$ cat src/rtl/diffeq_pkg.sv
// Shared constants for the differential-equation functional-unit core.
package diffeq_pkg;

    localparam int unsigned DEFAULT_WIDTH = 16;

    localparam logic MODE_ADD = 1'b0;
    localparam logic MODE_SUB = 1'b1;

endpackage

$ cat src/rtl/adder_subtractor.sv
// Signed add/subtract with wrap-around result and signed-overflow flag. Purely combinational.
module adder_subtractor
    import diffeq_pkg::*;
#(
    parameter int unsigned WIDTH = DEFAULT_WIDTH
) (
    input  logic signed [WIDTH-1:0] in1,
    input  logic signed [WIDTH-1:0] in2,
    input  logic                    mode,
    output logic signed [WIDTH-1:0] out,
    output logic                    ovf
);

    logic sign1;
    logic sign2_eff;
    logic sign_out;

    assign out       = (mode == MODE_SUB) ? (in1 - in2) : (in1 + in2);

    // Sign of -in2 taken at full precision, so -MIN counts as positive.
    assign sign1     = in1[WIDTH-1];
    assign sign2_eff = (mode == MODE_SUB) ? ~in2[WIDTH-1] : in2[WIDTH-1];
    assign sign_out  = out[WIDTH-1];
    assign ovf       = (sign1 == sign2_eff) && (sign_out != sign1);

endmodule

$ cat src/rtl/multiplier.sv
// Signed multiplier: truncated product plus signed-overflow flag. Purely combinational.
module multiplier
    import diffeq_pkg::*;
#(
    parameter int unsigned IN_WIDTH = DEFAULT_WIDTH
) (
    input  logic signed [IN_WIDTH-1:0] in1,
    input  logic signed [IN_WIDTH-1:0] in2,
    output logic signed [IN_WIDTH-1:0] out,
    output logic                       ovf
);

    localparam int unsigned PW = 2 * IN_WIDTH;

    logic signed [PW-1:0]     prod;
    logic        [IN_WIDTH:0] prod_top;

    assign prod     = $signed(PW'(in1)) * $signed(PW'(in2));
    assign out      = prod[IN_WIDTH-1:0];

    // Product fits in IN_WIDTH signed bits only if the top IN_WIDTH+1 bits agree.
    assign prod_top = prod[PW-1:IN_WIDTH-1];
    assign ovf      = !((&prod_top) || !(|prod_top));

endmodule

$ cat src/rtl/diffeq_fu_core.sv
// Two multipliers and one add/sub with combinational results and an enabled output register bank.
module diffeq_fu_core
    import diffeq_pkg::*;
#(
    parameter int unsigned WIDTH = DEFAULT_WIDTH
) (
    input  logic                    clk,
    input  logic                    reset,
    input  logic                    en,
    input  logic signed [WIDTH-1:0] v1,
    input  logic signed [WIDTH-1:0] v2,
    input  logic signed [WIDTH-1:0] v3,
    input  logic signed [WIDTH-1:0] v4,
    input  logic signed [WIDTH-1:0] v5,
    input  logic signed [WIDTH-1:0] v6,
    input  logic                    mode,
    output logic signed [WIDTH-1:0] w1,
    output logic signed [WIDTH-1:0] w2,
    output logic signed [WIDTH-1:0] w3,
    output logic signed [WIDTH-1:0] r1,
    output logic signed [WIDTH-1:0] r2,
    output logic signed [WIDTH-1:0] r3,
    output logic                    ovf1,
    output logic                    ovf2,
    output logic                    ovf3,
    output logic                    valid
);

    logic m1_ovf, m2_ovf, a1_ovf;

    logic signed [WIDTH-1:0] r1_d, r1_q;
    logic signed [WIDTH-1:0] r2_d, r2_q;
    logic signed [WIDTH-1:0] r3_d, r3_q;
    logic                    ovf1_d, ovf1_q;
    logic                    ovf2_d, ovf2_q;
    logic                    ovf3_d, ovf3_q;
    logic                    valid_d, valid_q;

    multiplier #(.IN_WIDTH(WIDTH)) u_m1 (
        .in1 (v1),
        .in2 (v2),
        .out (w1),
        .ovf (m1_ovf)
    );

    multiplier #(.IN_WIDTH(WIDTH)) u_m2 (
        .in1 (v3),
        .in2 (v4),
        .out (w2),
        .ovf (m2_ovf)
    );

    adder_subtractor #(.WIDTH(WIDTH)) u_a1 (
        .in1  (v5),
        .in2  (v6),
        .mode (mode),
        .out  (w3),
        .ovf  (a1_ovf)
    );

    // Capture on en; otherwise hold results and drop valid.
    always_comb begin
        r1_d    = r1_q;
        r2_d    = r2_q;
        r3_d    = r3_q;
        ovf1_d  = ovf1_q;
        ovf2_d  = ovf2_q;
        ovf3_d  = ovf3_q;
        valid_d = 1'b0;
        if (en) begin
            r1_d    = w1;
            r2_d    = w2;
            r3_d    = w3;
            ovf1_d  = m1_ovf;
            ovf2_d  = m2_ovf;
            ovf3_d  = a1_ovf;
            valid_d = 1'b1;
        end
    end

    always_ff @(posedge clk or posedge reset) begin
        if (reset) begin
            r1_q    <= '0;
            r2_q    <= '0;
            r3_q    <= '0;
            ovf1_q  <= 1'b0;
            ovf2_q  <= 1'b0;
            ovf3_q  <= 1'b0;
            valid_q <= 1'b0;
        end else begin
            r1_q    <= r1_d;
            r2_q    <= r2_d;
            r3_q    <= r3_d;
            ovf1_q  <= ovf1_d;
            ovf2_q  <= ovf2_d;
            ovf3_q  <= ovf3_d;
            valid_q <= valid_d;
        end
    end

    assign r1    = r1_q;
    assign r2    = r2_q;
    assign r3    = r3_q;
    assign ovf1  = ovf1_q;
    assign ovf2  = ovf2_q;
    assign ovf3  = ovf3_q;
    assign valid = valid_q;

endmodule

$ cat config.mk
export PLATFORM = sky130hd
export DESIGN_NAME = diffeq_fu_core
export DESIGN_NICKNAME = d
export VERILOG_FILES = /design/src/rtl/diffeq_pkg.sv /design/src/rtl/adder_subtractor.sv /design/src/rtl/multiplier.sv /design/src/rtl/diffeq_fu_core.sv
export SDC_FILE = /design/constraint.sdc
export NUM_CORES = 2
export LEC_CHECK = 0
export CAP_MARGIN = 20
export CELL_PAD_IN_SITES_DETAIL_PLACEMENT = 0
export CELL_PAD_IN_SITES_GLOBAL_PLACEMENT = 1
export CORE_MARGIN = 3
export CORE_UTILIZATION = 48
export CTS_CLUSTER_SIZE = 12
export DETAILED_ROUTE_END_ITERATION = 7
export GPL_ROUTABILITY_DRIVEN = 0
export GPL_TIMING_DRIVEN = 0
export PLACE_DENSITY_LB_ADDON = 0.1
export SLEW_MARGIN = 20
export SYNTH_ARGS = -nofsm -noshare
export SYNTH_HDL_FRONTEND = slang
export SYNTH_SLANG_ARGS = --single-unit
$ cat constraint.sdc
create_clock -name clk -period 12.32 [get_ports clk]
set_input_delay 3.08 -clock clk [delete_from_list [all_inputs] [get_ports clk]]
set_output_delay 3.08 -clock clk [all_outputs]
set_load 0.01 [all_outputs]
# == After elaboration in Yosys (flattened, before gate mapping) ==
# Index checks and enable logic that the tools add are counted.
# totals
inputBits,100
register_bits,52
# op_classes
n_addsub,2
mul,2
mux,3
eq_ne,2
n_bitwise,1
n_reduce_logical,11
# op_table
cell,count
multiplier 16 x 16 -> 32 bit,2
AND reduction 17 bit,2
OR reduction 17 bit,2
adder 16 bit,1
2-to-1 mux 16 bit,1
subtractor 16 bit,1
zero test 1 bit,4
logical OR 1 bit,2
2-to-1 mux 1 bit,2
equality test 1 bit,1
logical AND 1 bit,1
inequality test 1 bit,1
inverter 1 bit,1

# == Depth between registers and ports, before layout ==
# logic_depth
depth_word,5
mapped_depth,26
depth_no_buf,25

# == By module ==
# From an unflattened synthesis, not the netlist that was laid out.
# hier_totals
cells_unflattened,2415
area_unflattened_um2,23057.1
# modules_own_cells
module,cells_per_inst,seq_area_each_um2,area_each_um2,n_inst
multiplier at u_m1,1095,0.0,10002.1,1
multiplier at u_m2,1073,0.0,9853.2,1
diffeq_fu_core,110,1301.2,2178.3,1
adder_subtractor,137,0.0,1023.5,1

# == Worst setup path after synthesis ==
# Ideal clock, no wire load.
# synth_timing
kind,input -> output
startpoint,input v3[10]
endpoint,output w2[15]
path_slack_ns,1.318
t_arrival_ns,7.922
n_path_buf,1
path_stages,17
required_ns,9.240
path_cell_list,clkbuf_1 -> nand2_1 -> fa_1 -> fa_1 -> fa_1 -> fa_1 -> inv_1 -> fa_1 -> inv_1 -> fa_1 -> inv_1 -> ha_1 -> a21o_1 -> a21oi_1 -> o31ai_4 -> a31oi_1 -> xnor2_1
# synth_via
elab_chain_len,1
# synth_lines
item,line_no,rtl
from (decl),diffeq_fu_core.sv:12,"input logic signed [WIDTH-1:0] v3,"
multiplier 16 x 16 -> 32 bit,multiplier.sv:18,assign prod = $signed(PW'(in1)) * $signed(PW'(in2));
to (decl),diffeq_fu_core.sv:18,"output logic signed [WIDTH-1:0] w2,"
# Every way passes these cells.

# == Worst setup path after layout ==
# layout_timing
startpoint,input v4[9]
endpoint,output w2[15]
# layout_via
elab_chain_len,1
# layout_lines
item,line_no,rtl
from (decl),diffeq_fu_core.sv:13,"input logic signed [WIDTH-1:0] v4,"
multiplier 16 x 16 -> 32 bit,multiplier.sv:18,
# Every way passes these cells.

==> impl_results.md <==
- Run status: complete, no violations
- Transition time at the pin with the least slew margin: 0.843 ns
- Min-delay src: r1[15]$_DFFE_PP0P_
- Ys Warns: 0
- Clock buffer count from CTS: 5
- Most instantiated flip-flop cell in the synthesis netlist: dfrtp_1
- Global-route track usage on met3: about 2.3%
- TritonCTS clock tree: done
- Count of state elements after synthesis: 52
- Die H: 223 um
- Count of flip-flops with a built-in enable after synthesis: 0
- Die X: around 220 um
- End point of the most critical hold path: r1[15]$_DFFE_PP0P_
- Share of synthesized registers carrying an async set or reset: 100%
- Critical Path Source Type: primary input
- Clock Tree Buf Depth: 2
- Total vias in the final route: approximately 17000
- Share of final-layout standard cells stronger than drive strength 1: roughly 5.2%
- Largest fanout on the critical path: 10
- Arrival time at the worst endpoint: 9.04 ns
- First-pass iteration count of the detailed router: 5
- Finish-stage setup viols: 0
- Clock root cell: clkbuf_16
- Synthesized netlist cell count: ~2400
- Library cells used by synthesis: slightly above 60
- Dominant cell type by count on the critical path: fa_1
- Global router's overall resource usage: about a quarter
- Share of synthesized area spent on multiplexers: roughly 2.6%
- FF-to-FF Start: r2[14]$_DFFE_PP0P_
- Crit path largest cell delay: between 0.7 and 0.8 ns
- H-tree levels: 2
- Total wire length: between 60 and 70 mm
- Kind of capture point of the worst setup path: output pin
- Sequential area share after synthesis: under 10%
- Remaining routing DRC violations: 0
- Complex-gate fraction of the synthesized area: under 10%
- Largest family of logic cells by synthesized area: adder cells
- Total count of max-transition violations in the final report: 0
- Setup repair after global routing missed its margin: false
- Via-per-instance ratio: between 5 and 6
- Portion of the clock cycle consumed by the worst path in the final layout: a little over nine tenths
- Net Count, Synth: between 3000 and 4000
- Global-route wire length before repair: 102 mm
- Post-place setup slack: -0.915 ns
- Full die area: between 0.04 and 0.05 sq mm
- Total congestion overflow after global routing: 0
- Pin count of the biggest net entering global routing: 53
- Cell chain of the critical path: clkdlybuf4s50_1 > clkbuf_2 > nand2_1 > fa_1 > inv_1 > fa_1 > inv_1 > fa_1 > inv_1 > fa_1 > fa_1 > inv_1 > fa_1 > inv_1 > ha_1 > a21o_1 > a31oi_4 > xnor2_2 > dlygate4sd2_1
- Mapped Area: between 0.02 and 0.025 sq mm
- Worst Path Class, Setup: in2out
- Met1 track demand over resource: around a third
- Max-capacitance violation count: 0
- Number of global-route vias before repair: approximately 19000
- Post-route worst setup slack: between 0.2 and 0.25 ns
- Fill count: ~4300
- Average footprint of a synthesized cell: just over 9 sq um
- Worst flop-to-flop path endpoint: r2[14]$_DFFE_PP0P_
- Layer carrying the most global-route usage: met2
- Routed WL per cell: 19.2 um
- Worst Path Required: around 9.2 ns
- Adder-cell share of the synthesized area: between 50% and 60%
- Core box area: approximately 0.047 sq mm
- Clk sinks: 52
- Hold Path Class: reg2reg
- Period minus WS final: roughly 12 ns
- Iter 0 DRT Violations: 938
- Initial Utilization: 48.7%
- Highest achievable clock rate: between 80 and 90 MHz
- Number of port buffers: just under 200
- Clk slew on worst S/H paths: approximately 0.070 ns
- Number of nets at the end of the flow: roughly 3400
- Layout Utilization: approximately 55%
- Half-perimeter wire length after placement: 54.7 mm
- Critical-path top delay cell: clkdlybuf4s50_1
- Post-synthesis xor/xnor area fraction: ~3.5%
- Worst hold path stage count: 1
- Clock insertion delay at the later pin of the skew report: ~0.29 ns
- Register-to-register path setup slack: between 10 and 15 ns
- Met2 Track Usage GR: a little under half
- Slew Limit Headroom: 43.8%
- Count of pins on the block boundary: 200
- Clock Skew: 0 ns
- Cells on worst reg2reg path: 1
- Post-route cell area: between 0.02 and 0.03 sq mm
- Number of hold violations in the final report: 0
- Placement-stage cell area: about 0.025 sq mm
- Synthesis-to-layout area growth: 13.4%
- Post-synthesis simple-gate area fraction: between 15 and 20%
- Antenna violations before repair: 1
- Row cnt: 79
- Remaining antenna violation count after routing: 0
==> synth_stat cells, types with 14 or more instances <==
cell      count  area, sq um
nand2b_1     31          194
a21o_1       29          218
xnor2_1      73          639
a21oi_1      61          305
inv_1       512         1920
nor3_1       25          125
mux2_2       49          552
a31oi_1      14         87.6
and2_1      226         1410
fa_1        525        10500
clkbuf_1     79          297
o21ai_0      22          110
nand2_1     302         1130
dfrtp_1      52         1300
nand3_1      19         95.1
ha_1        180         2250
xor2_1       18          158
nor2_1       68          255
==> logic make-up (layout without fill, tap and decap cells) <==
| group | after synthesis | count (layout) |
|---|---|---|
| compound gates | 211 | 211 |
| xor+xnor | 91 | 91 |
| fa+ha+maj | 705 | 705 |
| buf+inv | 593 | 799 |
| flops | 52 | 52 |
| mux | 53 | 53 |
| other cells | 0 | 1 |
| simple gates | 731 | 731 |
==> worst max-delay path: cells and delay by family <==
| kind | cells | cell delay (ns) |
|---|---|---|
| fa+ha+maj | 7 | 3.44 |
| compound gates | 2 | 0.50 |
| xor+xnor | 1 | 0.20 |
| buf+inv | 8 | 1.70 |
| simple gates | 1 | 0.11 |
==> per-stage QoR <==
stage                     hold slack, ns  setup TNS, ns  instances
after floorplan                    0.540              0       2436
after global placement             0.489          -3.38       3241
after detailed placement           0.494          -3.63       3241
after CTS                          0.510              0       3249
after global routing               0.520              0       3250
final                              0.507              0       3250
==> state kept, by name (all words and copies together), names as in the netlist <==
signal,count
ovf1,1
ovf2,1
ovf3,1
r1,16
r2,16
r3,16
valid,1
==> area by class of cell <==
type	count	area, sq um	area share, %
buffer	81	442	1.72
clock buffer	5	125	0.486
clock inverter	2	12.5	0.0486
multi-input combinational	1791	19200	74.7
sequential	52	1300	5.05
antenna	1	2.50	0.00972
tap	607	759	2.95
inverter	512	1920	7.47
timing repair buffer	199	1950	7.57
==> per-layer routing <==
layer / vias to the layer above / routed length, um
li1: 7833 / -
met1: 8696 / 24900
met2: 408 / 32500
met3: 116 / 2380
met4: 0 / 2630
met5: - / 0
==> cells in the final DEF, fill, tap and decap left out, types with 12 or more instances in the layout <==
cell type / synthesis / routed
fa_1: 525 / 525
inv_1: 512 / 511
nand2_1: 302 / 302
and2_1: 226 / 226
ha_1: 180 / 180
clkdlybuf4s50_1: 0 / 157
xnor2_1: 73 / 72
nor2_1: 68 / 68
a21oi_1: 61 / 59
dfrtp_1: 52 / 52
mux2_2: 49 / 49
clkbuf_2: 0 / 34
nand2b_1: 31 / 31
a21o_1: 29 / 29
clkbuf_1: 79 / 29
nor3_1: 25 / 25
o21ai_0: 22 / 22
nand3_1: 19 / 19
dlygate4sd2_1: 0 / 17
xor2_1: 18 / 16
clkbuf_4: 0 / 16
a211oi_1: 13 / 13
nand4_1: 13 / 13
a31oi_1: 14 / 12
==> what timing repair did <==
| action | 4_1_cts | 5_1_grt |
|---|---|---|
| buffers inserted | 1 | 0 |
| pin swaps | 1 | 0 |
| gates resized for setup | 113 | 62 |
| hold buffers | 0 | 0 |
| cloned | 0 | 0 |
| setup endpoints to repair | 8 | 5 |
==> worst max path at each step <==
stage | startpoint | endpoint | slack [ns] | cells past startpoint
floorplan | v3[10] | w2[15] | 1.32 | 17
finish | v4[9] | w2[15] | 0.20 | 19
CTS | v2[6] | w1[15] | 0.01 | 19
global placement | v3[10] | w2[15] | -0.85 | 19
detailed placement | v3[10] | w2[15] | -0.91 | 19
global route | v4[6] | w2[15] | 0.03 | 20
Power is not shown: default switching activity piles up to over one toggle a cycle in this logic, so the estimate is an artifact.
